==> config.mk <==
export PLATFORM = sky130hd
export DESIGN_NAME = regfile_scoreboard_flat
export DESIGN_NICKNAME = d
export VERILOG_FILES = /design/src/rtl/regfile_scoreboard_if.sv /design/src/rtl/regfile_scoreboard.sv /design/src/flat_wrapper.sv
export SDC_FILE = /design/constraint.sdc
export NUM_CORES = 1
export LEC_CHECK = 0
export CORE_UTILIZATION = 35
export CTS_BUF_LIST = sky130_fd_sc_hd__clkbuf_16
export CTS_CLUSTER_SIZE = 12
export DETAILED_ROUTE_END_ITERATION = 16
export GPL_ROUTABILITY_DRIVEN = 0
export MAX_ROUTING_LAYER = met4
export PLACE_DENSITY = 0.6
export SYNTH_ARGS = -nofsm -noshare
export SYNTH_HDL_FRONTEND = slang
export SYNTH_SLANG_ARGS = --single-unit
==> constraint.sdc <==
create_clock -name clk -period 5.6 [get_ports clk]
set_clock_uncertainty 0.1 [all_clocks]
set_input_delay 1.12 -clock clk [delete_from_list [all_inputs] [get_ports clk]]
set_output_delay 1.12 -clock clk [all_outputs]
set_load 0.005 [all_outputs]
==> src/rtl/regfile_scoreboard_if.sv <==
// regfile_scoreboard_if
//   Bundles the decode-issue, writeback and status signals of the register
//   file hazard scoreboard.
//   master : decode/writeback side. Drives dec_*, wb_* and flush.
//            Receives issue_ready, stall, busy_mask, outstanding and underflow_err.
//   slave  : the scoreboard itself (regfile_scoreboard).
interface regfile_scoreboard_if #(
  parameter int ADDR  = 5,
  parameter int NREGS = 32,
  parameter int TOT_W = 7
) ();

  // Decode issue request
  logic             dec_valid;
  logic [ADDR-1:0]  dec_rs1_addr;
  logic             dec_rs1_used;
  logic [ADDR-1:0]  dec_rs2_addr;
  logic             dec_rs2_used;
  logic [ADDR-1:0]  dec_rd_addr;
  logic             dec_rd_we;
  logic             issue_ready;
  logic             stall;

  // Writeback and pipeline control
  logic             wb_write_en;
  logic [ADDR-1:0]  wb_rd_addr;
  logic             flush;

  // Status
  logic [NREGS-1:0] busy_mask;
  logic [TOT_W-1:0] outstanding;
  logic             underflow_err;

  modport master (
    output dec_valid, dec_rs1_addr, dec_rs1_used, dec_rs2_addr, dec_rs2_used,
    output dec_rd_addr, dec_rd_we, wb_write_en, wb_rd_addr, flush,
    input  issue_ready, stall, busy_mask, outstanding, underflow_err
  );

  modport slave (
    input  dec_valid, dec_rs1_addr, dec_rs1_used, dec_rs2_addr, dec_rs2_used,
    input  dec_rd_addr, dec_rd_we, wb_write_en, wb_rd_addr, flush,
    output issue_ready, stall, busy_mask, outstanding, underflow_err
  );

endinterface

==> src/rtl/regfile_scoreboard.sv <==
// regfile_scoreboard
//   Tracks in-flight writes per architectural register using a small
//   saturating counter. Decode is held off on read-after-write hazards and
//   when a destination counter is already full. Register data is never seen
//   here; the block only sequences register-file port usage.
// Ports:
//   clk    : rising-edge clock for all state
//   rst_n  : asynchronous active-low reset
//   sb     : regfile_scoreboard_if.slave. It carries the decode request,
//            issue_ready/stall, the writeback request, flush and the
//            registered status outputs (busy_mask, outstanding, underflow_err).
module regfile_scoreboard #(
  parameter int ADDR  = 5,
  parameter int NREGS = 32,
  parameter int CNT_W = 2,
  parameter int TOT_W = 7
) (
  input logic               clk,
  input logic               rst_n,
  regfile_scoreboard_if.slave sb
);

  localparam logic [CNT_W-1:0] CNT_ZERO = {CNT_W{1'b0}};
  localparam logic [CNT_W-1:0] CNT_ONE  = {{(CNT_W-1){1'b0}}, 1'b1};
  localparam logic [CNT_W-1:0] CMAX     = {CNT_W{1'b1}};
  localparam logic [ADDR-1:0]  ADDR_ZERO = {ADDR{1'b0}};
  localparam logic [NREGS-1:0] ONEHOT_1  = {{(NREGS-1){1'b0}}, 1'b1};
  localparam logic [NREGS-1:0] MASK_ZERO = {NREGS{1'b0}};
  localparam logic [TOT_W-1:0] TOT_ZERO  = {TOT_W{1'b0}};

  // Entry 0 exists only so that indexing with address 0 is well defined.
  // It is never written with anything other than zero.
  logic [CNT_W-1:0] cnt_r     [NREGS];
  logic [CNT_W-1:0] cnt_nxt_s [NREGS];

  logic [NREGS-1:0] busy_r;
  logic [NREGS-1:0] busy_nxt_s;
  logic [TOT_W-1:0] outstanding_r;
  logic [TOT_W-1:0] outstanding_nxt_s;
  logic             underflow_r;
  logic             underflow_nxt_s;

  logic [CNT_W-1:0] rs1_cnt_s;
  logic [CNT_W-1:0] rs2_cnt_s;
  logic [CNT_W-1:0] rd_cnt_s;
  logic [CNT_W-1:0] wb_cnt_s;

  logic             raw1_s;
  logic             raw2_s;
  logic             waw_s;
  logic             issue_ready_s;
  logic             inc_s;
  logic             wb_req_s;
  logic             same_reg_s;
  logic             dec_eff_s;
  logic             underflow_hit_s;
  logic [NREGS-1:0] inc_onehot_s;
  logic [NREGS-1:0] dec_onehot_s;

  // Hazard detection and per-cycle increment/decrement qualification
  always_comb begin
    rs1_cnt_s = cnt_r[sb.dec_rs1_addr];
    rs2_cnt_s = cnt_r[sb.dec_rs2_addr];
    rd_cnt_s  = cnt_r[sb.dec_rd_addr];
    wb_cnt_s  = cnt_r[sb.wb_rd_addr];

    // A source with a pending write stalls even when writeback targets it
    // this very cycle: the register file write only lands on the edge.
    raw1_s = sb.dec_rs1_used & (sb.dec_rs1_addr != ADDR_ZERO) & (rs1_cnt_s != CNT_ZERO);
    raw2_s = sb.dec_rs2_used & (sb.dec_rs2_addr != ADDR_ZERO) & (rs2_cnt_s != CNT_ZERO);
    waw_s  = sb.dec_rd_we & (sb.dec_rd_addr != ADDR_ZERO) & (rd_cnt_s == CMAX);

    // Flush also forces issue_ready low, so no increment can happen in a flush cycle.
    issue_ready_s = ~raw1_s & ~raw2_s & ~waw_s & ~sb.flush;

    inc_s    = sb.dec_valid & issue_ready_s & sb.dec_rd_we & (sb.dec_rd_addr != ADDR_ZERO);
    wb_req_s = sb.wb_write_en & (sb.wb_rd_addr != ADDR_ZERO) & ~sb.flush;

    // Issue and writeback to the same register cancel. From a zero count this
    // is a legal pairing and does not count as underflow.
    same_reg_s      = inc_s & wb_req_s & (sb.dec_rd_addr == sb.wb_rd_addr);
    dec_eff_s       = wb_req_s & ((wb_cnt_s != CNT_ZERO) | same_reg_s);
    underflow_hit_s = wb_req_s & (wb_cnt_s == CNT_ZERO) & ~same_reg_s;

    if (inc_s) begin
      inc_onehot_s = ONEHOT_1 << sb.dec_rd_addr;
    end else begin
      inc_onehot_s = MASK_ZERO;
    end

    if (dec_eff_s) begin
      dec_onehot_s = ONEHOT_1 << sb.wb_rd_addr;
    end else begin
      dec_onehot_s = MASK_ZERO;
    end
  end

  // Next-state for counters, busy mask, total and sticky underflow
  always_comb begin
    for (int i = 0; i < NREGS; i++) begin
      cnt_nxt_s[i] = cnt_r[i];
      if (sb.flush || (i == 0)) begin
        cnt_nxt_s[i] = CNT_ZERO;
      end else if (inc_onehot_s[i] && !dec_onehot_s[i]) begin
        cnt_nxt_s[i] = cnt_r[i] + CNT_ONE;
      end else if (dec_onehot_s[i] && !inc_onehot_s[i]) begin
        cnt_nxt_s[i] = cnt_r[i] - CNT_ONE;
      end else begin
        cnt_nxt_s[i] = cnt_r[i];
      end
      busy_nxt_s[i] = (cnt_nxt_s[i] != CNT_ZERO);
    end

    if (sb.flush) begin
      outstanding_nxt_s = TOT_ZERO;
    end else begin
      outstanding_nxt_s = outstanding_r + TOT_W'(inc_s) - TOT_W'(dec_eff_s);
    end

    underflow_nxt_s = underflow_r | underflow_hit_s;
  end

  // State registers with asynchronous clear
  always_ff @(posedge clk or negedge rst_n) begin
    if (!rst_n) begin
      for (int i = 0; i < NREGS; i++) begin
        cnt_r[i] <= CNT_ZERO;
      end
      busy_r        <= MASK_ZERO;
      outstanding_r <= TOT_ZERO;
      underflow_r   <= 1'b0;
    end else begin
      for (int i = 0; i < NREGS; i++) begin
        cnt_r[i] <= cnt_nxt_s[i];
      end
      busy_r        <= busy_nxt_s;
      outstanding_r <= outstanding_nxt_s;
      underflow_r   <= underflow_nxt_s;
    end
  end

  assign sb.issue_ready   = issue_ready_s;
  assign sb.stall         = sb.dec_valid & ~issue_ready_s;
  assign sb.busy_mask     = busy_r;
  assign sb.outstanding   = outstanding_r;
  assign sb.underflow_err = underflow_r;

endmodule

==> src/flat_wrapper.sv <==
// flat-port wrapper written by rule: the top's interface ports become plain ports
module regfile_scoreboard_flat 
#(
  parameter int ADDR  = 5,
  parameter int NREGS = 32,
  parameter int CNT_W = 2,
  parameter int TOT_W = 7
)
  (clk, rst_n, sb_dec_valid, sb_dec_rs1_addr, sb_dec_rs1_used, sb_dec_rs2_addr, sb_dec_rs2_used, sb_dec_rd_addr, sb_dec_rd_we, sb_wb_write_en, sb_wb_rd_addr, sb_flush, sb_issue_ready, sb_stall, sb_busy_mask, sb_outstanding, sb_underflow_err);
  regfile_scoreboard_if #(.ADDR(ADDR), .NREGS(NREGS), .TOT_W(TOT_W)) sb_i ();
  input logic clk;
  input logic rst_n;
  input wire logic [$bits(sb_i.dec_valid)-1:0] sb_dec_valid;
  input wire logic [$bits(sb_i.dec_rs1_addr)-1:0] sb_dec_rs1_addr;
  input wire logic [$bits(sb_i.dec_rs1_used)-1:0] sb_dec_rs1_used;
  input wire logic [$bits(sb_i.dec_rs2_addr)-1:0] sb_dec_rs2_addr;
  input wire logic [$bits(sb_i.dec_rs2_used)-1:0] sb_dec_rs2_used;
  input wire logic [$bits(sb_i.dec_rd_addr)-1:0] sb_dec_rd_addr;
  input wire logic [$bits(sb_i.dec_rd_we)-1:0] sb_dec_rd_we;
  input wire logic [$bits(sb_i.wb_write_en)-1:0] sb_wb_write_en;
  input wire logic [$bits(sb_i.wb_rd_addr)-1:0] sb_wb_rd_addr;
  input wire logic [$bits(sb_i.flush)-1:0] sb_flush;
  output wire logic [$bits(sb_i.issue_ready)-1:0] sb_issue_ready;
  output wire logic [$bits(sb_i.stall)-1:0] sb_stall;
  output wire logic [$bits(sb_i.busy_mask)-1:0] sb_busy_mask;
  output wire logic [$bits(sb_i.outstanding)-1:0] sb_outstanding;
  output wire logic [$bits(sb_i.underflow_err)-1:0] sb_underflow_err;
  assign sb_i.dec_valid = sb_dec_valid;
  assign sb_i.dec_rs1_addr = sb_dec_rs1_addr;
  assign sb_i.dec_rs1_used = sb_dec_rs1_used;
  assign sb_i.dec_rs2_addr = sb_dec_rs2_addr;
  assign sb_i.dec_rs2_used = sb_dec_rs2_used;
  assign sb_i.dec_rd_addr = sb_dec_rd_addr;
  assign sb_i.dec_rd_we = sb_dec_rd_we;
  assign sb_i.wb_write_en = sb_wb_write_en;
  assign sb_i.wb_rd_addr = sb_wb_rd_addr;
  assign sb_i.flush = sb_flush;
  assign sb_issue_ready = sb_i.issue_ready;
  assign sb_stall = sb_i.stall;
  assign sb_busy_mask = sb_i.busy_mask;
  assign sb_outstanding = sb_i.outstanding;
  assign sb_underflow_err = sb_i.underflow_err;
  regfile_scoreboard #(.ADDR(ADDR), .NREGS(NREGS), .CNT_W(CNT_W), .TOT_W(TOT_W)) u_core (.clk(clk), .rst_n(rst_n), .sb(sb_i));
endmodule
==> impl_metrics.yaml <==
run_status:
  outcome: "finished, final reports clean"
detailed_routing:
  vias: 7424
  avgRoutedWirePerCell_um: 20.5
  postRouteAntennaNets: 0
  wirelength_mm: 25.4
  dr.first_iter.drc_count: 727
  drcViolationCount: 0
  drtPass1Iterations: 5
  avgViaCountPerCell: 6.01
final_layout:
  drive_gt1_share_pct: 10.2
  nNetsFinal: 991
  n_antenna_cell: 0
  register_area_um2: 2530
  syn2layout_area_growth_pct: 18.7
  fillers: 2091
  multi_input_area_um2: 4710
floorplan:
  chipHeight_um: 150
  ios: 70
  core_area_um2: 21200
  start_util_pct: 36.0
  die_width_um: 150
  die_area_um2: 22400
  rows: 53
clocking:
  cts_resized: 0
  clk_latency_ns: 0.36
  cts_num_sinks: 101
  cts_buffers: 9
  htree_num_levels: 3
  cts.clk_slew.worst_paths_ns: 0.07
  ctsHoldBuffers: 0
  cts_setup_buffers: 0
  ctsRootBufferMaster: "clkbuf_16"
  cts_tree: "done"
  clock_path_buffers: 2
pwr:
  p_leak_nw: 3.33
  ir_drop_v: 0.000145
  p_per_area_nw_per_um2: 198
critical_path:
  worst-setup-path-type: "primary input to primary output"
  timing.critical_path.mode_cell: "clkdlybuf4s50_1"
  arrival_ns: 3.98
  start_kind: "primary input"
  slowest_delay_ns: 0.53
  crit_slowest_cell: "clkdlybuf4s50_1"
  crit_chain: "clkdlybuf4s50_1 -> buf_4 -> mux4_2 -> or3b_2 -> o31a_1 -> and3_1 -> nand2_1 -> nor2_1 -> nor2b_1 -> clkdlybuf4s50_1"
  critPathMaxFanout: 5
  required_ns: 4.38
  endpoint_kind: "primary output"
placement:
  port-buffer-count: 68
  dp.final_hpwl_mm: 18.8
run:
  maxCapViolations: 0
sta:
  setup_viol: 0
  slew-limit-headroom_pct: 20.4
  fin_hold_ws_ns: 0.358
  fmax_mhz: 192
  slew_violations: 0
  post-route-min-period_ns: 5.20
  tightest_slew_ns: 1.19
  tns_ns: 0
  fin_crit_sh_pct: 92.8
  hold_viol: 0
  rsz0062_at_grt: "no"
yosys:
  ys_seq_area_share_pct: 33.2
  synth_top_family_by_area: "simple AND/OR/NAND/NOR gates"
  synthSimpleGateAreaFrac_pct: 27.1
  synth_xor_area_share_pct: 7.41
  synth.distinct_cells: 78
  syn_inst: 885
  synth-main-ff-cell: "dfrtp_1"
  synthAdderAreaFrac_pct: 2.07
  ys_async_sr_fraction_pct: 100
  yosysMostFrequentCell: "dfrtp_1"
  yosys-top-cells-count: "dfrtp_1 (101), nor2_1 (89), nand2_1 (67), o21ai_0 (58), a21oi_1 (54)"
  synth_top_area_cell: "dfrtp_1"
  synth-compound-area-share_pct: 18.9
  synth_edf_count: 0
  muxShareOfSynthArea_pct: 6.14
  synth_fp_nets: 921
  syn_area_per_cell_um2: 8.61
  ys_ff_latch: 101
  synth.area.top_cells: "dfrtp_1 (33%), mux4_2 (5.6%), nor2_1 (4.4%), o21ai_0 (3.8%), a21oi_1 (3.5%)"
  yosysWarningCount: 0
  netlist_area_um2: 7620
  synth_top_area_share_pct: 33.2
global_route:
  antenna_found_initial: 0
  grt_pass1_vias: 6927
  grt_max_degree: 66
  grt_overflow: 0
  grt.total_usage_pct: 24.1
  grt_first_pass_wirelength_mm: 39.8
hold_path:
  hold_path_class: "flip-flop to flip-flop"
-- per-stage QoR --
stage | setup slack, ns | instance area, um^2 | total power [mW] | util, % | std cells
3_5_place_dp | 0.103 | 8750 | 1.17 | 41.4 | 1219
6_report | 0.404 | 9040 | 1.79 | 42.7 | 1235
3_3_place_gp | 0.218 | 8750 | 1.17 | 41.4 | 1219
5_1_grt | 0.145 | 9040 | 1.88 | 42.7 | 1235
4_1_cts | 0.418 | 9040 | 1.81 | 42.7 | 1235
2_1_floorplan | 0.607 | 7620 | 1.01 | - | 885
-- area by class of cell --
| type | instances | share of cell area (%) |
|---|---|---|
| clock buffers | 9 | 2.49 |
| clock inverters | 7 | 0.734 |
| inverters | 33 | 1.37 |
| multi-input cells | 694 | 52.1 |
| flip-flops and latches | 101 | 28.0 |
| well taps | 275 | 3.81 |
| repair buffers | 116 | 11.6 |
-- path summary, 6_finish.rpt --
path / start / end / slack, ns / cells after the start
max in group asynchronous: rst_n / u_core.cnt_r[47] / 3.61 / 2
min in group asynchronous: rst_n / u_core.cnt_r[28] / 0.76 / 1
worst max register to register: u_core.cnt_r[4] / u_core.sb.outstanding[6] / 1.10 / 19
worst min register to register: u_core.sb.underflow_err / u_core.sb.underflow_err / 0.36 / 1
worst min-delay path: u_core.sb.underflow_err / u_core.sb.underflow_err / 0.36 / 1
worst max-delay path: sb_dec_rs1_addr[1] / sb_stall / 0.40 / 10
-- registers in the layout, summed over array words and instances (netlist names) --
| signal | flops |
|---|---|
| u_core.sb.underflow_err | 1 |
| u_core.sb.busy_mask | 31 |
| u_core.sb.outstanding | 7 |
| u_core.cnt_r | 62 |
-- worst max-delay path, delay by kind of cell --
family,cells,cell delay (ns)
simple gates,5,1.02
mux,1,0.49
buf+inv,3,1.21
compound gates,1,0.14
-- cell usage in the layout, fill, tap and decap left out, types with 4 or more instances in the layout --
| master | instances |
|---|---|
| nand4_1 | 11 |
| a21o_1 | 9 |
| clkbuf_16 | 9 |
| a21oi_1 | 54 |
| and3_1 | 9 |
| mux4_2 | 19 |
| o311ai_0 | 4 |
| nand2b_1 | 13 |
| xnor3_1 | 5 |
| o21ai_0 | 58 |
| clkinv_1 | 4 |
| nand3b_1 | 7 |
| a31oi_1 | 4 |
| nand2_1 | 67 |
| a21boi_0 | 10 |
| a311oi_1 | 8 |
| o31ai_1 | 7 |
| or4_1 | 9 |
| buf_4 | 48 |
| dfrtp_1 | 101 |
| o31a_1 | 8 |
| nor4_1 | 32 |
| a211oi_1 | 7 |
| ha_1 | 7 |
| mux2i_1 | 4 |
| or3_1 | 24 |
| inv_1 | 32 |
| xor2_1 | 8 |
| nand3_1 | 37 |
| o21a_1 | 12 |
| nor2_1 | 89 |
| nor3b_1 | 6 |
| maj3_1 | 5 |
| clkdlybuf4s50_1 | 66 |
| o311a_1 | 7 |
| xnor2_1 | 30 |
| nor3_1 | 45 |
| xor3_1 | 5 |
| nor2b_1 | 13 |
-- routing by layer --
layer | routed length, um | part of all wire [%] | track usage [%] | up-vias
met5 | 0 | 0 | - | -
met4 | 614 | 2.4 | 8.32 | 0
met3 | 2080 | 8.2 | 3.69 | 49
met2 | 11200 | 44 | 35.7 | 367
met1 | 11400 | 45 | 33.3 | 3566
li1 | - | - | - | 3442
-- power breakdown --
group / switching, mW / internal (mW) / leakage (nW) / total (mW)
logic: 0.227 / 0.170 / 1.79 / 0.397
registers: 0.0165 / 0.747 / 1.40 / 0.764
clock network: 0.287 / 0.344 / 0.138 / 0.631
-- logic make-up (layout without fill, tap and decap cells) --
family / count (synthesis) / in the layout
DFF: 101 / 101
other: 1 / 1
buffers and inverters: 90 / 165
xor gates and xnor gates: 48 / 48
muxes: 23 / 23
and+or+nand+nor: 391 / 391
adders and majority gates: 13 / 13
AOI/OAI and AO/OA: 218 / 218
Power figures use the tool's default switching activity.
==> RTL change 1: new RTL, config.mk and constraints unchanged <==
`ADDR` is set to 5 in 3 places; all go to 10.
--- a/src/rtl/regfile_scoreboard_if.sv
+++ b/src/rtl/regfile_scoreboard_if.sv
@@ -5,7 +5,7 @@
 //            Receives issue_ready, stall, busy_mask, outstanding and underflow_err.
 //   slave  : the scoreboard itself (regfile_scoreboard).
 interface regfile_scoreboard_if #(
-  parameter int ADDR  = 5,
+  parameter int ADDR  = 10,
   parameter int NREGS = 32,
   parameter int TOT_W = 7
 ) ();
--- a/src/rtl/regfile_scoreboard.sv
+++ b/src/rtl/regfile_scoreboard.sv
@@ -10,7 +10,7 @@
 //            issue_ready/stall, the writeback request, flush and the
 //            registered status outputs (busy_mask, outstanding, underflow_err).
 module regfile_scoreboard #(
-  parameter int ADDR  = 5,
+  parameter int ADDR  = 10,
   parameter int NREGS = 32,
   parameter int CNT_W = 2,
   parameter int TOT_W = 7
--- a/src/flat_wrapper.sv
+++ b/src/flat_wrapper.sv
@@ -1,7 +1,7 @@
 // flat-port wrapper written by rule: the top's interface ports become plain ports
 module regfile_scoreboard_flat 
 #(
-  parameter int ADDR  = 5,
+  parameter int ADDR  = 10,
   parameter int NREGS = 32,
   parameter int CNT_W = 2,
   parameter int TOT_W = 7
Ports: changed (resized sb_dec_rd_addr, sb_dec_rs1_addr, sb_dec_rs2_addr and sb_wb_rd_addr); port bits go from 70 to 90. No check against the original RTL was run, so the function may have changed too.
==> RTL change 1 against the unedited design <==
  * Total power decreased by 2.5%
  * Critical path depth unchanged
  * Largest cell class unchanged
  * Worst hold slack improved by 0.030 ns
  * Die area increased by 7.8%
  * Sequential cell count unchanged
  * Wire length increased by 13%
  * Global-route usage increased by 0.82 points
  * Area after synthesis increased by 7.9%
  * Via count increased by 9.3%
  * Final area increased by 8.6%
  * Non-clock buffer count increased by 15
  * Worst setup slack got worse by 0.28 ns
==> RTL change 1: results (changes against the unedited design) <==
stage,metric,value,unit,change
placement,place_ws,0.1489,ns,was 0.1030 ns
logic_synthesis,synth_ff_type,dfrtp_1,,unchanged
routing,dr.pass1.iters,5,,unchanged
routing,avgRoutedWirePerCell,21.59,um,was 20.55 um
logic_synthesis,synth_area_leaders,"dfrtp_1, mux4_2, nor2_1",,unchanged
routing,routed_via_density,6.105,,was 6.011
critical_path,worstSetupEndpoint,sb_stall,,unchanged
placement,placed_cell_area,0.009532,mm^2,was 0.008748 mm^2
pwr,peakVddDrop,111.8,uV,was 145.4 uV
logic_synthesis,syn_area_per_cell,8.734,um^2,was 8.609 um^2
critical_path,critical-path-max-stage-delay,0.65,ns,was 0.53 ns
hold_path,holdPathStages,1,,unchanged
global_routing,grt_pass1_wl,44420,um,was 39750 um
placement,hpwlAfterDp,20720,um,was 18840 um
logic_synthesis,ys_seq_area_share,30.75,%,was 33.17%
logic_synthesis,synth_common_cells,"dfrtp_1, nor2_1, nand2_1",,unchanged
hold_path,hold_class,reg2reg,,unchanged
critical_path,r2r_slack,1.08,ns,was 1.10 ns
logic_synthesis,synthXorXnorAreaFrac,7.048,%,was 7.407%
routing,drt_iter0_markers,976,,was 727
timing,setup_slack,0.1195,ns,was 0.4044 ns
clock_tree,cts_htree_levels,3,,unchanged
hold_path,min_to,u_core.sb.underflow_err$_DFF_PN0_,,unchanged
critical_path,cp.arrival,4.26,ns,was 3.98 ns
timing,relSlewSlack,27.13,%,was 20.36%
timing,hold_viol_final,0,,unchanged
global_routing,grt_max_degree,84,,was 66
global_routing,antenna_found_initial,0,,unchanged
final_layout,nNetsFinal,1066,,was 991
final_layout,final_cell_count_no_fill,1329,,was 1235
logic_synthesis,synth_compound_area_share,19.85,%,was 18.87%
logic_synthesis,yosysWarnings,0,,unchanged
critical_path,crit_family,buffers and inverters,,unchanged
logic_synthesis,async_reset_ff_share,100.0,%,unchanged
placement,portBuffers,88,,was 68
logic_synthesis,synth_nets,997,,was 921
final_layout,fillers,2277,,was 2091
final_layout,drive_gt1_share,11.33,%,was 10.21%
pwr,leakagePower,3.694,nW,was 3.328 nW
critical_path,slowest_stage,clkdlybuf4s50_1,,unchanged
critical_path,path_max_fanout,8,,was 5
clock_tree,clock_latency,0.36,ns,about the same
final_layout,top_register,u_core.cnt_r,,unchanged
critical_path,ff2ff_path_depth,19,,unchanged
clock_tree,cts_setup_buffers,0,,unchanged
logic_synthesis,synth_fa_ha_area_share,1.553,%,was 2.069%
logic_synthesis,muxShareOfSynthArea,7.429,%,was 6.142%
outcome,status,"finished, final reports clean",,unchanged
logic_synthesis,synth_cell_types,90,,was 78
clock_tree,cts_resized,0,,unchanged
global_routing,grt_pass1_vias,7535,,was 6927
global_routing,track_usage,24.91,%,was 24.10%
final_layout,largest_reg_flops,62,,unchanged
critical_path,critPathLaunch,sb_dec_rs1_addr[1],,unchanged
==> RTL change 1: cell count changes after synthesis, sizes merged, moves of 15 or more <==
cell and delta:
or3 -16, nand2 +16, nand3 -15, o21ai -26
a21oi -19, nor4 +16
==> RTL change 1: final cells by class <==
class                   count  area [um^2]  share of cell area (%)
diodes                      1        2.502                 0.02549
clock buffers               9        225.2                   2.294
clock inverters             7        57.56                  0.5863
inverters                  35        131.4                   1.338
multi-input cells         732         5260                   53.58
flip-flops and latches    101         2527                   25.75
well taps                 313        391.6                   3.989
repair buffers            131         1221                   12.44
==> RTL change 1: logic make-up after synthesis <==
kind of cell	Yosys count
other	1
xor gates and xnor gates	55
and+or+nand+nor	418
buffers and inverters	108
muxes	33
DFF	101
adders and majority gates	10
AOI/OAI and AO/OA	215
==> RTL change 1: power breakdown <==
part	switching (W)	total (W)	internal, W
combinational	0.000207	0.000370	0.000163
clock	0.000315	0.000621	0.000307
sequential	0.0000111	0.000754	0.000743
==> RTL change 1: routing by layer <==
metal  track usage, %  vias up  part of all wire (%)
met5                -        -                     0
met4            10.22        0                   3.7
met3            5.181       72                   8.5
met2            36.72      390                    44
met1            33.24     3960                    43
li1                 -     3691                     -
==> RTL change 1: stage by stage <==
step                hold WS, ns  util [%]  total power [W]
floorplan                0.3678         -        0.0009816
global placement         0.3666     41.72         0.001134
detailed placement       0.3694     41.72         0.001136
CTS                      0.3887     42.96         0.001760
global route             0.4065     42.96         0.001829
finish                   0.3875     42.97         0.001746
==> RTL change 2: new RTL, same flow settings <==
Made on the original files. Make the reset (`rst_n`) synchronous in one clocked block. Comments in the files are not updated.
--- a/src/rtl/regfile_scoreboard.sv
+++ b/src/rtl/regfile_scoreboard.sv
@@ -121,7 +121,7 @@
   end
 
   // State registers with asynchronous clear
-  always_ff @(posedge clk or negedge rst_n) begin
+  always_ff @(posedge clk) begin
     if (!rst_n) begin
       for (int i = 0; i < NREGS; i++) begin
         cnt_r[i] <= CNT_ZERO;
Check against the original RTL: not equivalent (a bounded check fails within 4 cycles, from zero or initial values and one cycle with rst_n low; the reset may be asserted at any time).
==> RTL change 2 against the unedited design <==
  * Wire length down 13%
  * Critical endpoint is now sb_issue_ready
  * Largest cell class unchanged
  * Combinational power shrank 42%
  * Total power shrank 7.9%
  * Final area down 7.4%
  * First-iteration DRC count down 17%
  * Global-route usage is 1.3 points lower
  * Sequential cell count is the same
  * Worst setup slack got worse by 0.15 ns
  * Area after synthesis down 7.3%
==> RTL change 2: results (changes against the unedited design) <==
stage,metric,value,unit,change
global_routing,track_usage,22.77,%,was 24.10%
logic_synthesis,yosysWarnings,0,,unchanged
global_routing,grt_pass1_vias,6042,,was 6927
final_layout,fillers,2015,,was 2091
critical_path,cp.arrival,4.12,ns,was 3.98 ns
logic_synthesis,synth-edff-count,0,,unchanged
clock_tree,clk_path_buf_depth,2,,unchanged
routing,drt_iter0_markers,605,,was 727
final_layout,drive_gt1_share,11.11,%,was 10.21%
placement,hpwlAfterDp,16670,um,was 18840 um
final_layout,top_register,u_core.cnt_r,,unchanged
hold_path,hp-start,u_core.sb.underflow_err$_SDFF_PN0_,,was u_core.sb.underflow_err$_DFF_PN0_
hold_path,holdPathStages,1,,unchanged
clock_tree,clkTransAtPathRegs,0.06,ns,
final_layout,nNetsFinal,931,,was 991
clock_tree,cts_setup_buffers,0,,unchanged
critical_path,reg2reg_from,u_core.cnt_r[21][0]$_SDFF_PN0_,,was u_core.cnt_r[4]$_DFF_PN0_
logic_synthesis,async_reset_ff_share,0,%,was 100.0%
hold_path,hold_class,reg2reg,,unchanged
pwr,peakVddDrop,123.9,uV,was 145.4 uV
logic_synthesis,synth_common_cells,"nor2_1, dfxtp_1, nand2_1",,"was dfrtp_1, nor2_1, nand2_1"
global_routing,grt_pass1_wl,34320,um,was 39750 um
global_routing,grt_max_degree,38,,was 66
clock_tree,clock_latency,0.37,ns,
pwr,leakagePower,2.737,nW,was 3.328 nW
hold_path,min_to,u_core.sb.underflow_err$_SDFF_PN0_,,was u_core.sb.underflow_err$_DFF_PN0_
clock_tree,cts_htree_levels,3,,unchanged
clock_tree,numCtsBuffers,9,,unchanged
routing,routed_via_density,5.679,,was 6.011
critical_path,ff2ff_path_depth,19,,unchanged
clock_tree,cts_resized,0,,unchanged
logic_synthesis,synth_cell_types,87,,was 78
placement,placed_cell_area,0.008051,mm^2,was 0.008748 mm^2
placement,portBuffers,68,,unchanged
routing,dr.pass1.iters,5,,unchanged
logic_synthesis,synth_area_leaders,"dfxtp_1, nor2_1, mux4_2",,"was dfrtp_1, mux4_2, nor2_1"
logic_synthesis,synth_nets,877,,was 921
logic_synthesis,ys_seq_area_share,28.62,%,was 33.17%
clock_tree,cts_root_buf,clkbuf_16,,unchanged
critical_path,r2r_slack,1.44,ns,was 1.10 ns
outcome,status,"finished, final reports clean",,unchanged
critical_path,r2r_end,u_core.sb.outstanding[6]$_SDFF_PP0_,,was u_core.sb.outstanding[6]$_DFF_PN0_
routing,wl,22110,um,was 25380 um
critical_path,path_max_fanout,8,,was 5
timing,relSlewSlack,39.43,%,was 20.36%
-- RTL change 2: cell families (layout without fill, tap and decap cells) --
group           count (synthesis)  in the layout  synth area share [%]
compound gates                203            203                 19.04
xor+xnor                       54             54                 9.562
buf+inv                        77            136                 5.259
other cells                     1              1               0.05307
flops                         101            101                 28.62
mux                            25             25                 6.782
simple gates                  358            358                 27.15
fa+ha+maj                      22             22                 3.542
-- RTL change 2: how the worst max path moves through the flow --
stage | start | endpoint | slack (ns) | depth (start not counted)
5_1_grt | sb_dec_rs1_addr[0] | sb_stall | 0.15 | 9
6_report | sb_dec_rs1_addr[0] | sb_issue_ready | 0.26 | 8
3_5_place_dp | sb_dec_rs2_addr[1] | u_core.sb.outstanding[6]$_SDFF_PP0_ | 0.25 | 20
4_1_cts | sb_dec_rs1_addr[0] | sb_issue_ready | 0.28 | 8
3_3_place_gp | sb_dec_rs2_addr[0] | u_core.sb.outstanding[6]$_SDFF_PP0_ | 0.29 | 21
2_1_floorplan | sb_wb_rd_addr[1] | u_core.sb.outstanding[6]$_SDFF_PP0_ | 0.61 | 20
-- RTL change 2: metal layers --
layer	vias to the layer above	GRT usage (%)	routed length, um
met5	-	-	0
met4	0	9.127	612
met3	52	4.570	1570
met2	271	34.73	10010
met1	3097	29.37	9918
li1	3196	-	-
-- RTL change 2: per-stage QoR --
step,setup slack (ns),std cells,hold WS [ns],util [%]
after CTS,0.2767,1165,0.3765,42.60
after global placement,0.2891,1149,0.3529,40.97
after floorplan,0.6124,841,0.3610,-
final,0.2592,1165,0.3706,42.60
after global routing,0.1463,1165,0.4292,42.60
after detailed placement,0.2476,1149,0.3568,40.97
-- RTL change 2: power breakdown --
group	switching [W]	total [W]	internal (W)
combinational	0.000135	0.000229	0.0000934
sequential	0.00000361	0.000726	0.000723
clock	0.000300	0.000694	0.000394
total	0.000439	0.00165	0.00121
-- RTL change 2: area by class of cell --
class | count | area (um^2) | area share (%)
clock inverters | 7 | 95.09 | 1.136
well taps | 265 | 331.6 | 3.961
clock buffers | 9 | 225.2 | 2.690
flip-flops and latches | 101 | 2022 | 24.15
inverters | 18 | 67.56 | 0.8071
repair buffers | 102 | 948.4 | 11.33
multi-input cells | 663 | 4682 | 55.93
-- RTL change 2: worst max-delay path, stage by stage --
cell             delay, ns
clkdlybuf4s50_1       0.57
nor3b_1               0.22
or4_4                 0.52
a41oi_2               0.28
and4_1                0.42
nand2b_1              0.22
nor2_1                0.23
clkdlybuf4s50_1       0.54
